### config.mk
export PLATFORM = sky130hd
export DESIGN_NAME = ddr5_req_queue
export DESIGN_NICKNAME = d
export VERILOG_FILES = /design/src/rtl/ddr5_pkg.sv /design/src/rtl/ddr5_req_fifo.sv /design/src/rtl/ddr5_req_queue.sv
export SDC_FILE = /design/constraint.sdc
export NUM_CORES = 1
export LEC_CHECK = 0
export ABC_AREA = 1
export CAP_MARGIN = 20
export CORE_MARGIN = 5
export CORE_UTILIZATION = 45
export DETAILED_ROUTE_END_ITERATION = 12
export PLACE_DENSITY = 0.73
export REMOVE_ABC_BUFFERS = 1
export SLEW_MARGIN = 0
export SYNTH_ARGS = -nofsm -noshare
export SYNTH_HDL_FRONTEND = slang
export SYNTH_SLANG_ARGS = --single-unit
### constraint.sdc
create_clock -name clk -period 8.55 [get_ports clk]
set_input_delay 1.71 -clock clk [delete_from_list [all_inputs] [get_ports clk]]
set_output_delay 1.71 -clock clk [all_outputs]
set_load 0.1 [all_outputs]
### src/rtl/ddr5_pkg.sv
// Shared widths, FSM state encoding and request layout for the DDR5 request path.
package ddr5_pkg;

  localparam int unsigned ADDR_W         = 20;
  localparam int unsigned DATA_W         = 64;
  localparam int unsigned BANK_W         = 4;
  localparam int unsigned TAG_W          = 4;
  localparam int unsigned TIMEOUT_CYCLES = 1000;

  typedef enum logic [1:0] {
    StIdle,
    StWait,
    StGap
  } state_e;

  typedef struct packed {
    logic              we;
    logic [ADDR_W-1:0] addr;
    logic [DATA_W-1:0] wdata;
    logic [TAG_W-1:0]  tag;
  } req_t;

endpackage

### src/rtl/ddr5_req_fifo.sv
// In-order request FIFO with extra-MSB pointers and a registered not-full flag.
module ddr5_req_fifo #(
  parameter int unsigned WIDTH = 8,
  parameter int unsigned DEPTH = 4,
  localparam int unsigned PTR_W = $clog2(DEPTH)
) (
  input  logic             clk,
  input  logic             rst,
  input  logic             push,
  input  logic [WIDTH-1:0] wdata,
  input  logic             pop,
  output logic [WIDTH-1:0] rdata,
  output logic             empty,
  output logic             ready,
  output logic [PTR_W:0]   count
);

  logic [WIDTH-1:0] mem_q [DEPTH];
  logic [PTR_W:0]   wptr_q, rptr_q, wptr_d, rptr_d;
  logic             ready_q, full_q, full_d;
  logic             do_push, do_pop;

  assign full_q  = (wptr_q[PTR_W] != rptr_q[PTR_W]) &&
                   (wptr_q[PTR_W-1:0] == rptr_q[PTR_W-1:0]);
  assign empty   = (wptr_q == rptr_q);
  assign count   = wptr_q - rptr_q;
  assign do_push = push && !full_q;
  assign do_pop  = pop && !empty;
  assign wptr_d  = wptr_q + {{PTR_W{1'b0}}, do_push};
  assign rptr_d  = rptr_q + {{PTR_W{1'b0}}, do_pop};
  assign full_d  = (wptr_d[PTR_W] != rptr_d[PTR_W]) &&
                   (wptr_d[PTR_W-1:0] == rptr_d[PTR_W-1:0]);
  assign rdata   = mem_q[rptr_q[PTR_W-1:0]];
  assign ready   = ready_q;

  always_ff @(posedge clk) begin
    if (do_push) begin
      mem_q[wptr_q[PTR_W-1:0]] <= wdata;
    end
  end

  // ready follows the post-edge occupancy, so a pop while full only frees a slot next cycle
  always_ff @(posedge clk or negedge rst) begin
    if (!rst) begin
      wptr_q  <= '0;
      rptr_q  <= '0;
      ready_q <= 1'b0;
    end else begin
      wptr_q  <= wptr_d;
      rptr_q  <= rptr_d;
      ready_q <= !full_d;
    end
  end

endmodule

### src/rtl/ddr5_req_queue.sv
// Request buffer and one-at-a-time issue sequencer in front of the DDR5 controller CPU port.
module ddr5_req_queue #(
  parameter int unsigned ADDR_W         = ddr5_pkg::ADDR_W,
  parameter int unsigned DATA_W         = ddr5_pkg::DATA_W,
  parameter int unsigned TAG_W          = ddr5_pkg::TAG_W,
  parameter int unsigned DEPTH          = 4,
  parameter int unsigned TIMEOUT_CYCLES = ddr5_pkg::TIMEOUT_CYCLES,
  localparam int unsigned CNT_W         = $clog2(DEPTH) + 1
) (
  input  logic              clk,
  input  logic              rst,
  input  logic              req_valid,
  output logic              req_ready,
  input  logic              req_we,
  input  logic [ADDR_W-1:0] req_addr,
  input  logic [DATA_W-1:0] req_wdata,
  input  logic [TAG_W-1:0]  req_tag,
  output logic              rsp_valid,
  input  logic              rsp_ready,
  output logic              rsp_we,
  output logic [TAG_W-1:0]  rsp_tag,
  output logic [DATA_W-1:0] rsp_rdata,
  output logic              rsp_err,
  output logic [ADDR_W-1:0] CPU_ADDR,
  output logic [DATA_W-1:0] CPU_WRT_DATA,
  output logic              CPU_WE,
  output logic              CPU_VALID,
  input  logic              CPU_READY,
  input  logic [DATA_W-1:0] CPU_RD_DATA,
  output logic [CNT_W-1:0]  q_count,
  output logic [7:0]        err_count
);
  import ddr5_pkg::*;

  localparam int unsigned REQ_W = 1 + ADDR_W + DATA_W + TAG_W;
  localparam int unsigned TMR_W = $clog2(TIMEOUT_CYCLES + 1);
  localparam logic [TMR_W-1:0] TmrLast = TMR_W'(TIMEOUT_CYCLES - 1);

  state_e            state_q;
  logic [TMR_W-1:0]  timer_q;
  logic [ADDR_W-1:0] addr_q;
  logic [DATA_W-1:0] wdata_q, rdata_q;
  logic [TAG_W-1:0]  tag_q, rsp_tag_q;
  logic              we_q, valid_q, rsp_valid_q, rsp_we_q, rsp_err_q;
  logic [7:0]        err_cnt_q;

  logic [REQ_W-1:0]  head;
  logic              head_we;
  logic [ADDR_W-1:0] head_addr;
  logic [DATA_W-1:0] head_wdata;
  logic [TAG_W-1:0]  head_tag;
  logic              fifo_empty, pop, push;

  assign push = req_valid && req_ready;
  // Only issue when the response slot is free now or is being drained on this edge
  assign pop  = (state_q == StIdle) && !fifo_empty && (!rsp_valid_q || rsp_ready);
  assign {head_we, head_addr, head_wdata, head_tag} = head;

  ddr5_req_fifo #(
    .WIDTH(REQ_W),
    .DEPTH(DEPTH)
  ) u_fifo (
    .clk  (clk),
    .rst  (rst),
    .push (push),
    .wdata({req_we, req_addr, req_wdata, req_tag}),
    .pop  (pop),
    .rdata(head),
    .empty(fifo_empty),
    .ready(req_ready),
    .count(q_count)
  );

  always_ff @(posedge clk or negedge rst) begin
    if (!rst) begin
      state_q     <= StIdle;
      timer_q     <= '0;
      addr_q      <= '0;
      wdata_q     <= '0;
      we_q        <= 1'b0;
      tag_q       <= '0;
      valid_q     <= 1'b0;
      rsp_valid_q <= 1'b0;
      rsp_we_q    <= 1'b0;
      rsp_tag_q   <= '0;
      rdata_q     <= '0;
      rsp_err_q   <= 1'b0;
      err_cnt_q   <= '0;
    end else begin
      if (rsp_valid_q && rsp_ready) begin
        rsp_valid_q <= 1'b0;
      end
      unique case (state_q)
        StIdle: begin
          if (pop) begin
            addr_q  <= head_addr;
            wdata_q <= head_wdata;
            we_q    <= head_we;
            tag_q   <= head_tag;
            valid_q <= 1'b1;
            timer_q <= '0;
            state_q <= StWait;
          end
        end
        StWait: begin
          timer_q <= timer_q + TMR_W'(1);
          // A completion on the final timer cycle still counts as success
          if (CPU_READY || (timer_q == TmrLast)) begin
            rsp_valid_q <= 1'b1;
            rsp_we_q    <= we_q;
            rsp_tag_q   <= tag_q;
            rsp_err_q   <= !CPU_READY;
            rdata_q     <= (CPU_READY && !we_q) ? CPU_RD_DATA : '0;
            if (!CPU_READY && (err_cnt_q != 8'hFF)) begin
              err_cnt_q <= err_cnt_q + 8'd1;
            end
            valid_q <= 1'b0;
            state_q <= StGap;
          end
        end
        StGap: begin
          state_q <= StIdle;
        end
        default: begin
          state_q <= StIdle;
        end
      endcase
    end
  end

  assign CPU_ADDR     = addr_q;
  assign CPU_WRT_DATA = wdata_q;
  assign CPU_WE       = we_q;
  assign CPU_VALID    = valid_q;
  assign rsp_valid    = rsp_valid_q;
  assign rsp_we       = rsp_we_q;
  assign rsp_tag      = rsp_tag_q;
  assign rsp_rdata    = rdata_q;
  assign rsp_err      = rsp_err_q;
  assign err_count    = err_cnt_q;

endmodule

# After elaboration in Yosys (flattened, before gate mapping)
# Memory sizes are Yosys's and may differ from the RTL's. A register that Yosys moved wholly into a read port is not among the register bits.
# Index checks and enable logic that the tools add are counted.
word_totals:
  output_inout_bits: 169
  ff_bits: 99
  ramBits: 356
  in_bits: 158
  wordCells: 69
  mem_count: 1
mem_list:
  columns: ["name", "words", "word_bits", "rd", "rd_ports_with_merged_regs", "write_ports", "line", "rtl"]
  rows:
  - ["u_fifo.mem_q", 4, 89, 1, 1, 1, "ddr5_req_fifo.sv:18", "logic [WIDTH-1:0] mem_q [DEPTH];"]
op_classes:
  n_eq_ne: 10
  reduce_logical: 27
  mux: 14
  add_sub_neg: 5
ops:
  columns: ["operator", "n"]
  rows:
  - ["$mux 64", 1]
  - ["$pmux 10 s2", 1]
  - ["$add 10x1->10 const B", 1]
  - ["$eq 10x10->1 const B", 1]
  - ["$logic_and 1x1->1", 10]
  - ["$mux 10", 1]
  - ["$add 8x1->8 const B", 1]
  - ["$ne 8x8->1 const B", 1]
  - ["$reduce_and 2->1", 4]
  - ["$logic_not 1->1", 7]
  - ["$mux 1", 7]
  - ["$add 3x1->3", 2]
  - ["$reduce_and 3->1", 2]
  - ["$eq 2x2->1", 2]
  - ["$mux 2", 2]
  - ["$pmux 2 s2", 1]
  - ["$eq 3x3->1", 1]
  - ["$sub 3x3->3", 1]
  - ["$eq 2x1->1 const B", 1]
  - ["$logic_not 2->1", 1]
  - ["$logic_or 1x1->1", 2]
  - ["$ne 1x1->1", 2]
  - ["$ne 2x1->1 const B", 1]
  - ["$ne 2x2->1 const B", 1]
  - ["other kinds (2)", 2]

# Depth between registers and ports, before layout
# Gate-level depths: netlist of run 1.
depth:
  depth_word: 9
  ltp_mapped: 13
  ltp_nobuf: 12

# Cells and area by module
# A second synthesis of run 1 with hierarchy kept.
hier_totals:
  cells_unflattened: 1952
  hier_area_um2: 21901.0
by_module_without_submodules:
  columns: ["module", "n_inst", "area_each_um2", "cells_each", "seq_area_each_um2"]
  rows:
  - ["ddr5_req_fifo", 1, 14545.2, 1108, 10865.4]
  - ["ddr5_req_queue", 1, 7355.8, 844, 4529.3]

# Worst setup path after synthesis of run 1
# No wires, ideal clock.
synth_path:
  kind: "input -> register"
  startpoint: "input req_valid"
  endpoint: "memory u_fifo.mem_q[1][0] in the netlist's numbering, enable pin"
  setup_ns: 0.646
  n_path_buf: 0
  cell_stages: 2
  slack_ns: -0.038
  required_time_ns: 7.904
  arrival_time_ns: 7.942
  cell_sequence: "nand3_1 -> nor3_1"
synth_between:
  elab_chain_cells: 4
synth_rtl:
  columns: ["element", "line", "rtl"]
  rows:
  - ["from (decl)", "ddr5_req_queue.sv:12", "input logic req_valid,"]
  - ["$logic_and 1x1->1", "ddr5_req_queue.sv:54", "assign push = req_valid && req_ready;"]
  - ["$logic_and 1x1->1", "ddr5_req_fifo.sv:27", "assign do_push = push && !full_q;"]
  - ["$mux 1", "ddr5_req_fifo.sv:37", "if (do_push) begin"]
  - ["$mux 1 (implied by the code)", "ddr5_req_fifo.sv:38", "mem_q[wptr_q[PTR_W-1:0]] <= wdata;"]
  - ["to (decl)", "ddr5_req_fifo.sv:18", null]
# Every way passes these cells.

# Worst setup path after layout of run 1
layout_path:
  startpoint: "register u_fifo.rptr_q[0]"
  endpoint: "output q_count[2]"
layout_between:
  elab_chain_cells: 1
layout_rtl:
  columns: ["element", "line", "rtl"]
  rows:
  - ["from (decl)", "ddr5_req_fifo.sv:19", "logic [PTR_W:0] wptr_q, rptr_q, wptr_d, rptr_d;"]
  - ["from (signal assigned)", "ddr5_req_fifo.sv:50", "rptr_q <= rptr_d;"]
  - ["$sub 3x3->3", "ddr5_req_fifo.sv:26", "assign count = wptr_q - rptr_q;"]
  - ["to (decl)", "ddr5_req_queue.sv:30", "output logic [CNT_W-1:0] q_count,"]
# Every way passes these cells.

==> run_results.csv, run 1 <==
group,metric,value,unit
placement,pre_cts_ws,4.01,ns
timing,setup_viol_count_final,0,
status,status,"finished clean",
critical_path,critPathMaxFanout,50,
detailed_routing,drt-total-wl,51000,um
detailed_routing,avgRoutedWirePerCell,19.0,um
synth,syn_inst,1742,
critical_path,critPathLaunchType,"flop",
hold_path,hold_path_class,"reg -> reg",
finish,final_cell_mix,"446 x sky130_fd_sc_hd__nand2_1, 356 x sky130_fd_sc_hd__edfxtp_1, 325 x sky130_fd_sc_hd__clkdlybuf4s50_1, 193 x sky130_fd_sc_hd__o21ai_0, 188 x sky130_fd_sc_hd__nor2_1",
cts,clock_sinks,544,
finish,layout_stage_area_growth_over_the_synthesis_result,26.7,%
timing,final-max-slew-violation-count,0,
detailed_routing,drt-pass1-iter-count,5,
floorplanning,placeableCoreArea,45600,um2
timing,grt_setup_unrepaired,"no",
cts,cts.repair_timing.setup_buffer_count,0,
synth,yosys_warnings,0,
finish,layout.cells.most_common,"sky130_fd_sc_hd__nand2_1",
synth,synth.distinct_cells,28,
global_routing,initial_antenna_violation_count,5,
synth,syn_area,20900,um2
cts,clk-insertion-delay-late,0.59,ns
cts,max-clock-path-buffers,3,
detailed_routing,route.vias.total,14100,
placement,place_hpwl,30700,um
floorplanning,boundaryPins,327,
detailed_routing,iteration_0_drc_markers,1023,
timing,hold-worst-slack,0.477,ns
cts,tritoncts_clock_tree,"done",
flow_run,maxCapViolations,0,
finish,finish.net_count,2210,
synth,seq_area_frac_synth,73.8,%
floorplanning,fp-row-count,78,
global_routing,groute.usage.overall,19.5,%
timing,timing.clock.skew,0.0142,ns
floorplanning,die_x,225,um
critical_path,worstPathRequired,6.84,ns
global_routing,pin_count_of_the_biggest_net_entering_global_routing,109,
timing,slew-limit-headroom,26.8,%
placement,number_of_i_o_port_buffers,326,
floorplanning,die-area,50800,um2
timing,fmaxAchievable,196,MHz
floorplanning,vertical_die_dimension,225,um
cts,clock_tree_root_driver_cell,"sky130_fd_sc_hd__clkbuf_16",
cts,ctsResizeCount,0,
detailed_routing,drc,0,
global_routing,grt_pass1_wl,79000,um
finish,post_route_cells_drive_above_1_share,6.42,%
detailed_routing,route.antenna.remaining_nets,0,
global_routing,first_global_vias,14200,
timing,layout_min_cycle_time,5.11,ns
timing,setup_ws,3.44,ns
synth,synth.ff_latch_count,544,
critical_path,timing.critical_path.arrival,3.40,ns
critical_path,timing.critical_path.to_type,"output port",
timing,finalHoldViolCount,0,
cts,ctsHtreeMaxLevel,2,
placement,finalWeightedCongestion,0.886,
global_routing,grt.overflow.total,0,
cts,clk_transition_reported_paths,0.06,ns
synth,syn-mean-instance-area,12.0,um2
critical_path,crit_type,"reg -> out",
floorplanning,effective_utilization_at_floorplan,45.8,%
cts,cts_hold_repair.buffers,0,
timing,slew_worst_pin,1.09,ns
timing,min_period_over_period,59.7,%
cts,tritoncts.num_buffers,53,
detailed_routing,vias_per_cell,5.25,
flip-flops by register name (all words and copies together), names as in the netlist:
register	cells
rsp_we	1
CPU_ADDR	20
CPU_VALID	1
rsp_err	1
err_count	8
rsp_tag	4
CPU_WRT_DATA	64
u_fifo.mem_q	356
timer_q	10
rsp_rdata	64
rsp_valid	1
state_q	2
CPU_WE	1
tag_q	4
u_fifo.wptr_q	3
u_fifo.ready	1
u_fifo.rptr_q	3
worst max-delay path, stage by stage, from the launching register on:
cell and delay (ns):
sky130_fd_sc_hd__dfrtp_4 0.69, sky130_fd_sc_hd__ha_1 0.30, sky130_fd_sc_hd__fa_1 0.37, sky130_fd_sc_hd__xnor2_1 0.25, sky130_fd_sc_hd__clkdlybuf4s50_1 1.19
cell families after synthesis:
kind of cell | count (synthesis) | synth area share [%]
compound gates | 353 | 9.18
xor+xnor | 9 | 0.378
fa+ha+maj | 9 | 0.576
buf+inv | 141 | 3.23
flops | 544 | 73.8
simple gates | 686 | 12.8
synth_stat cells:
cell type / instances / area share [%]
sky130_fd_sc_hd__a21oi_1: 1 / 0.024
sky130_fd_sc_hd__buf_2: 25 / 0.60
sky130_fd_sc_hd__buf_4: 10 / 0.36
sky130_fd_sc_hd__buf_6: 10 / 0.54
sky130_fd_sc_hd__clkbuf_1: 56 / 1.0
sky130_fd_sc_hd__clkinv_1: 1 / 0.018
sky130_fd_sc_hd__dfrtp_1: 188 / 23
sky130_fd_sc_hd__edfxtp_1: 356 / 51
sky130_fd_sc_hd__fa_1: 1 / 0.096
sky130_fd_sc_hd__ha_1: 8 / 0.48
sky130_fd_sc_hd__inv_1: 36 / 0.65
sky130_fd_sc_hd__inv_2: 3 / 0.054
sky130_fd_sc_hd__nand2_1: 446 / 8.0
sky130_fd_sc_hd__nand2_4: 2 / 0.11
sky130_fd_sc_hd__nand3_1: 30 / 0.72
sky130_fd_sc_hd__nand3_2: 1 / 0.048
sky130_fd_sc_hd__nand3b_1: 1 / 0.036
sky130_fd_sc_hd__nand4_1: 10 / 0.30
sky130_fd_sc_hd__nor2_1: 188 / 3.4
sky130_fd_sc_hd__nor2_2: 2 / 0.060
sky130_fd_sc_hd__nor3_1: 6 / 0.14
sky130_fd_sc_hd__o21ai_0: 193 / 4.6
sky130_fd_sc_hd__o21ai_1: 60 / 1.4
sky130_fd_sc_hd__o21ai_2: 9 / 0.38
sky130_fd_sc_hd__o21bai_1: 1 / 0.036
sky130_fd_sc_hd__o22ai_1: 89 / 2.7
sky130_fd_sc_hd__xnor2_1: 5 / 0.21
sky130_fd_sc_hd__xor2_1: 4 / 0.17
layout make-up:
| type | count | area, um2 |
|---|---|---|
| diodes | 2 | 5.00 |
| clock buffers | 67 | 1450 |
| clock inverters | 32 | 379 |
| fillers | 3628 | 19200 |
| inverters | 40 | 159 |
| multi-input cells | 1057 | 4830 |
| flip-flops and latches | 544 | 15400 |
| well taps | 600 | 751 |
| repair buffers | 347 | 3440 |
routing by layer:
layer  global-route usage [%]  wire length, um
met2                     32.1            24100
met5                        0               33
met3                     4.42             3930
met4                     5.31             1040
met1                     26.6            21900
path summary, 6_finish.rpt:
| kind | start | to | slack (ns) | cells past startpoint |
|---|---|---|---|---|
| setup / recovery | u_fifo.rptr_q[0]$_DFF_PN0_ | q_count[2] | 3.44 | 4 |
| hold / removal | CPU_WRT_DATA[44]$_DFFE_PN0P_ | CPU_WRT_DATA[44]$_DFFE_PN0P_ | 0.48 | 2 |
| setup reg to reg | u_fifo.rptr_q[1]$_DFF_PN0_ | u_fifo.mem_q[2][16]$_DFFE_PP_ | 4.46 | 7 |
| hold reg to reg | CPU_WRT_DATA[44]$_DFFE_PN0P_ | CPU_WRT_DATA[44]$_DFFE_PN0P_ | 0.48 | 2 |
| max in group asynchronous | rst | CPU_WRT_DATA[32]$_DFFE_PN0P_ | 6.20 | 2 |
| min in group asynchronous | rst | rsp_rdata[35]$_DFFE_PN0P_ | 1.08 | 1 |
through the flow:
step	cells	area (um2)	setup TNS, ns	util (%)
after global routing	2687	26400	0	57.9
after global placement	2587	24600	0	53.9
after CTS	2686	26400	0	57.9
final	2689	26400	0	58.0
after floorplan	1641	20300	-577.98	-
after detailed placement	2587	24600	0	53.9
Power of run 1 is left out: the tool's default activity adds up to more than one toggle a clock period on the data nets, which glitch-free logic cannot reach.
==> inputs of run 2 (changes only) <==
PLACE_DENSITY = 0.71   (was 0.73)
clock period = 4.76 ns   (was 8.55 ns; I/O delays follow)
==> run 2 against run 1 <==
Against the previous run:
- clock skew increased by 0.0067 ns
- die area stayed put
- non-clock buffer count increased by 6
- final cell count up 0.26%
- critical path type unchanged
==> run_results.csv, run 2 (same netlist as run 1, synthesis figures left out) <==
group,metric,value,unit
global_routing,pin_count_of_the_biggest_net_entering_global_routing,146,
hold_path,hold_path_class,"in -> async",
flow_run,maxCapViolations,0,
critical_path,timing.critical_path.mode_cell,"sky130_fd_sc_hd__inv_1",
global_routing,grt.overflow.total,0,
timing,slew-limit-headroom,22.8,%
critical_path,critPathMaxStageDelay,1.15,ns
global_routing,grt_met1_usage,27.9,%
critical_path,worstPathRequired,3.81,ns
finish,finish.net_count,2217,
critical_path,path_cells,"inv_1 > ha_1 > inv_1 > clkdlybuf4s50_1",
placement,finalWeightedCongestion,0.863,
detailed_routing,avgRoutedWirePerCell,19.2,um
detailed_routing,drt-total-wl,51700,um
cts,clock_sinks,544,
critical_path,timing.critical_path.to_type,"output port",
cts,cts.repair_timing.setup_buffer_count,0,
detailed_routing,drt-pass1-iter-count,5,
detailed_routing,route.vias.total,14200,
placement,number_of_i_o_port_buffers,326,
finish,largest_register_ff_count,356,
detailed_routing,drc,0,
floorplanning,die_x,225,um
timing,min_period_over_period,76.6,%
detailed_routing,vias_per_cell,5.28,
timing,finalHoldViolCount,0,
global_routing,grt.busiest_layer,"met2",
timing,slew_worst_pin,1.16,ns
finish,layout_stage_area_growth_over_the_synthesis_result,27.1,%
finish,post_route_cells_drive_above_1_share,6.40,%
placement,place_hpwl,30600,um
critical_path,critical_path.slowest_cell,"sky130_fd_sc_hd__clkdlybuf4s50_1",
cts,tritoncts_clock_tree,"done",
critical_path,critPathMaxFanout,4,
cts,clk-insertion-delay-late,0.61,ns
finish,final_cell_mix,"446 x sky130_fd_sc_hd__nand2_1, 356 x sky130_fd_sc_hd__edfxtp_1, 323 x sky130_fd_sc_hd__clkdlybuf4s50_1, 193 x sky130_fd_sc_hd__o21ai_0, 188 x sky130_fd_sc_hd__nor2_1",
critical_path,ff2ff_setup_slack,1.95,ns
critical_path,r2r_cells,10,
timing,layout_min_cycle_time,3.65,ns
critical_path,reg2reg_to,"u_fifo.ready$_DFF_PN0_",
cts,tritoncts.num_buffers,54,
cts,clock_tree_root_driver_cell,"sky130_fd_sc_hd__clkbuf_16",
critical_path,timing.rr.start,"u_fifo.wptr_q[0]$_DFF_PN0_",
timing,grt_setup_unrepaired,"no",
detailed_routing,route.antenna.remaining_nets,0,
critical_path,critPathLaunchType,"flop",
global_routing,groute.usage.overall,20.0,%
finish,layout.cells.most_common,"sky130_fd_sc_hd__nand2_1",
floorplanning,effective_utilization_at_floorplan,45.8,%
timing,setup_viol_count_final,0,
cts,clk_transition_reported_paths,0.06,ns
timing,timing.clock.skew,0.0209,ns
finish,multi_input_area,4830,um2
cts,max-clock-path-buffers,3,
global_routing,global_route.usage.met3,5.44,%
critical_path,critPathBufInv,3,
floorplanning,vertical_die_dimension,225,um
cts,ctsResizeCount,0,
global_routing,first_global_vias,14100,
finish,fillerInstances,3657,
floorplanning,placeableCoreArea,45600,um2
floorplanning,boundaryPins,327,
critical_path,crit_type,"reg -> out",
cts,ctsHtreeMaxLevel,2,
global_routing,grt_util_met2,31.2,%
detailed_routing,iteration_0_drc_markers,1098,
cts,cts_hold_repair.buffers,0,
finish,ff_latch_area,15400,um2
timing,hold-worst-slack,0.445,ns
status,status,"finished clean",
timing,fmaxAchievable,274,MHz
timing,final-max-slew-violation-count,0,
global_routing,initial_antenna_violation_count,12,
floorplanning,fp-row-count,78,
floorplanning,die-area,50800,um2
critical_path,worst_path_dominant_cell_family,"buffers and inverters",
critical_path,timing.critical_path.arrival,2.69,ns
global_routing,grt_pass1_wl,80500,um
-- run 2: cell types whose count changed in the layout (fill, tap and decap cells not counted) --
| cell | change |
|---|---|
| sky130_fd_sc_hd__buf_12 | +11 |
| sky130_fd_sc_hd__buf_4 | -3 |
| sky130_fd_sc_hd__bufinv_16 | -6 |
| sky130_fd_sc_hd__clkbuf_1 | +11 |
| sky130_fd_sc_hd__clkbuf_16 | +2 |
| sky130_fd_sc_hd__clkbuf_8 | +3 |
| sky130_fd_sc_hd__clkdlybuf4s50_1 | -2 |
| sky130_fd_sc_hd__clkinv_1 | -3 |
| sky130_fd_sc_hd__clkinv_2 | -4 |
| sky130_fd_sc_hd__clkinvlp_4 | -4 |
| sky130_fd_sc_hd__diode_2 | +1 |
| sky130_fd_sc_hd__inv_16 | +1 |
-- run 2: cell type report --
class                           count  share of cell area (%)
Clock inverter                     16                   0.595
Clock buffer                       83                    5.97
Inverter                           40                   0.599
Multi-Input combinational cell   1057                    18.2
Sequential cell                   544                    58.1
Antenna cell                        3                  0.0283
Timing Repair Buffer              353                    13.7
Tap cell                          600                    2.83
-- run 2: metrics by stage --
stage	worst slack (ns)	area (um2)	utilization [%]	cells	TNS (ns)
3_3_place_gp	1.46	24700	54.3	2593	0
4_1_cts	1.06	26500	58.1	2692	0
5_1_grt	1.01	26500	58.2	2695	0
6_report	1.11	26500	58.2	2696	0
2_1_floorplan	-5.41	20300	-	1641	-2117.07
3_5_place_dp	1.43	24700	54.3	2593	0
-- run 2: worst max path at each step --
| stage | startpoint | endpoint | slack, ns | depth (start not counted) |
|---|---|---|---|---|
| after detailed placement | rsp_ready | u_fifo.ready$_DFF_PN0_ | 1.43 | 10 |
| after global placement | rsp_ready | u_fifo.ready$_DFF_PN0_ | 1.46 | 10 |
| final | u_fifo.wptr_q[0]$_DFF_PN0_ | q_count[0] | 1.11 | 4 |
| after global routing | u_fifo.wptr_q[0]$_DFF_PN0_ | q_count[0] | 1.01 | 4 |
| after floorplan | u_fifo.rptr_q[0]$_DFF_PN0_ | u_fifo.mem_q[1][0]$_DFFE_PP_ | -5.41 | 4 |
| after CTS | u_fifo.wptr_q[0]$_DFF_PN0_ | q_count[0] | 1.06 | 4 |
-- run 2: layer usage --
layer	wire, um	vias to the layer above
met2	23700	480
met4	1210	18
li1	-	6665
met3	4190	96
met1	22500	6971
met5	124	-
Power of run 2 is left out for the same reason.
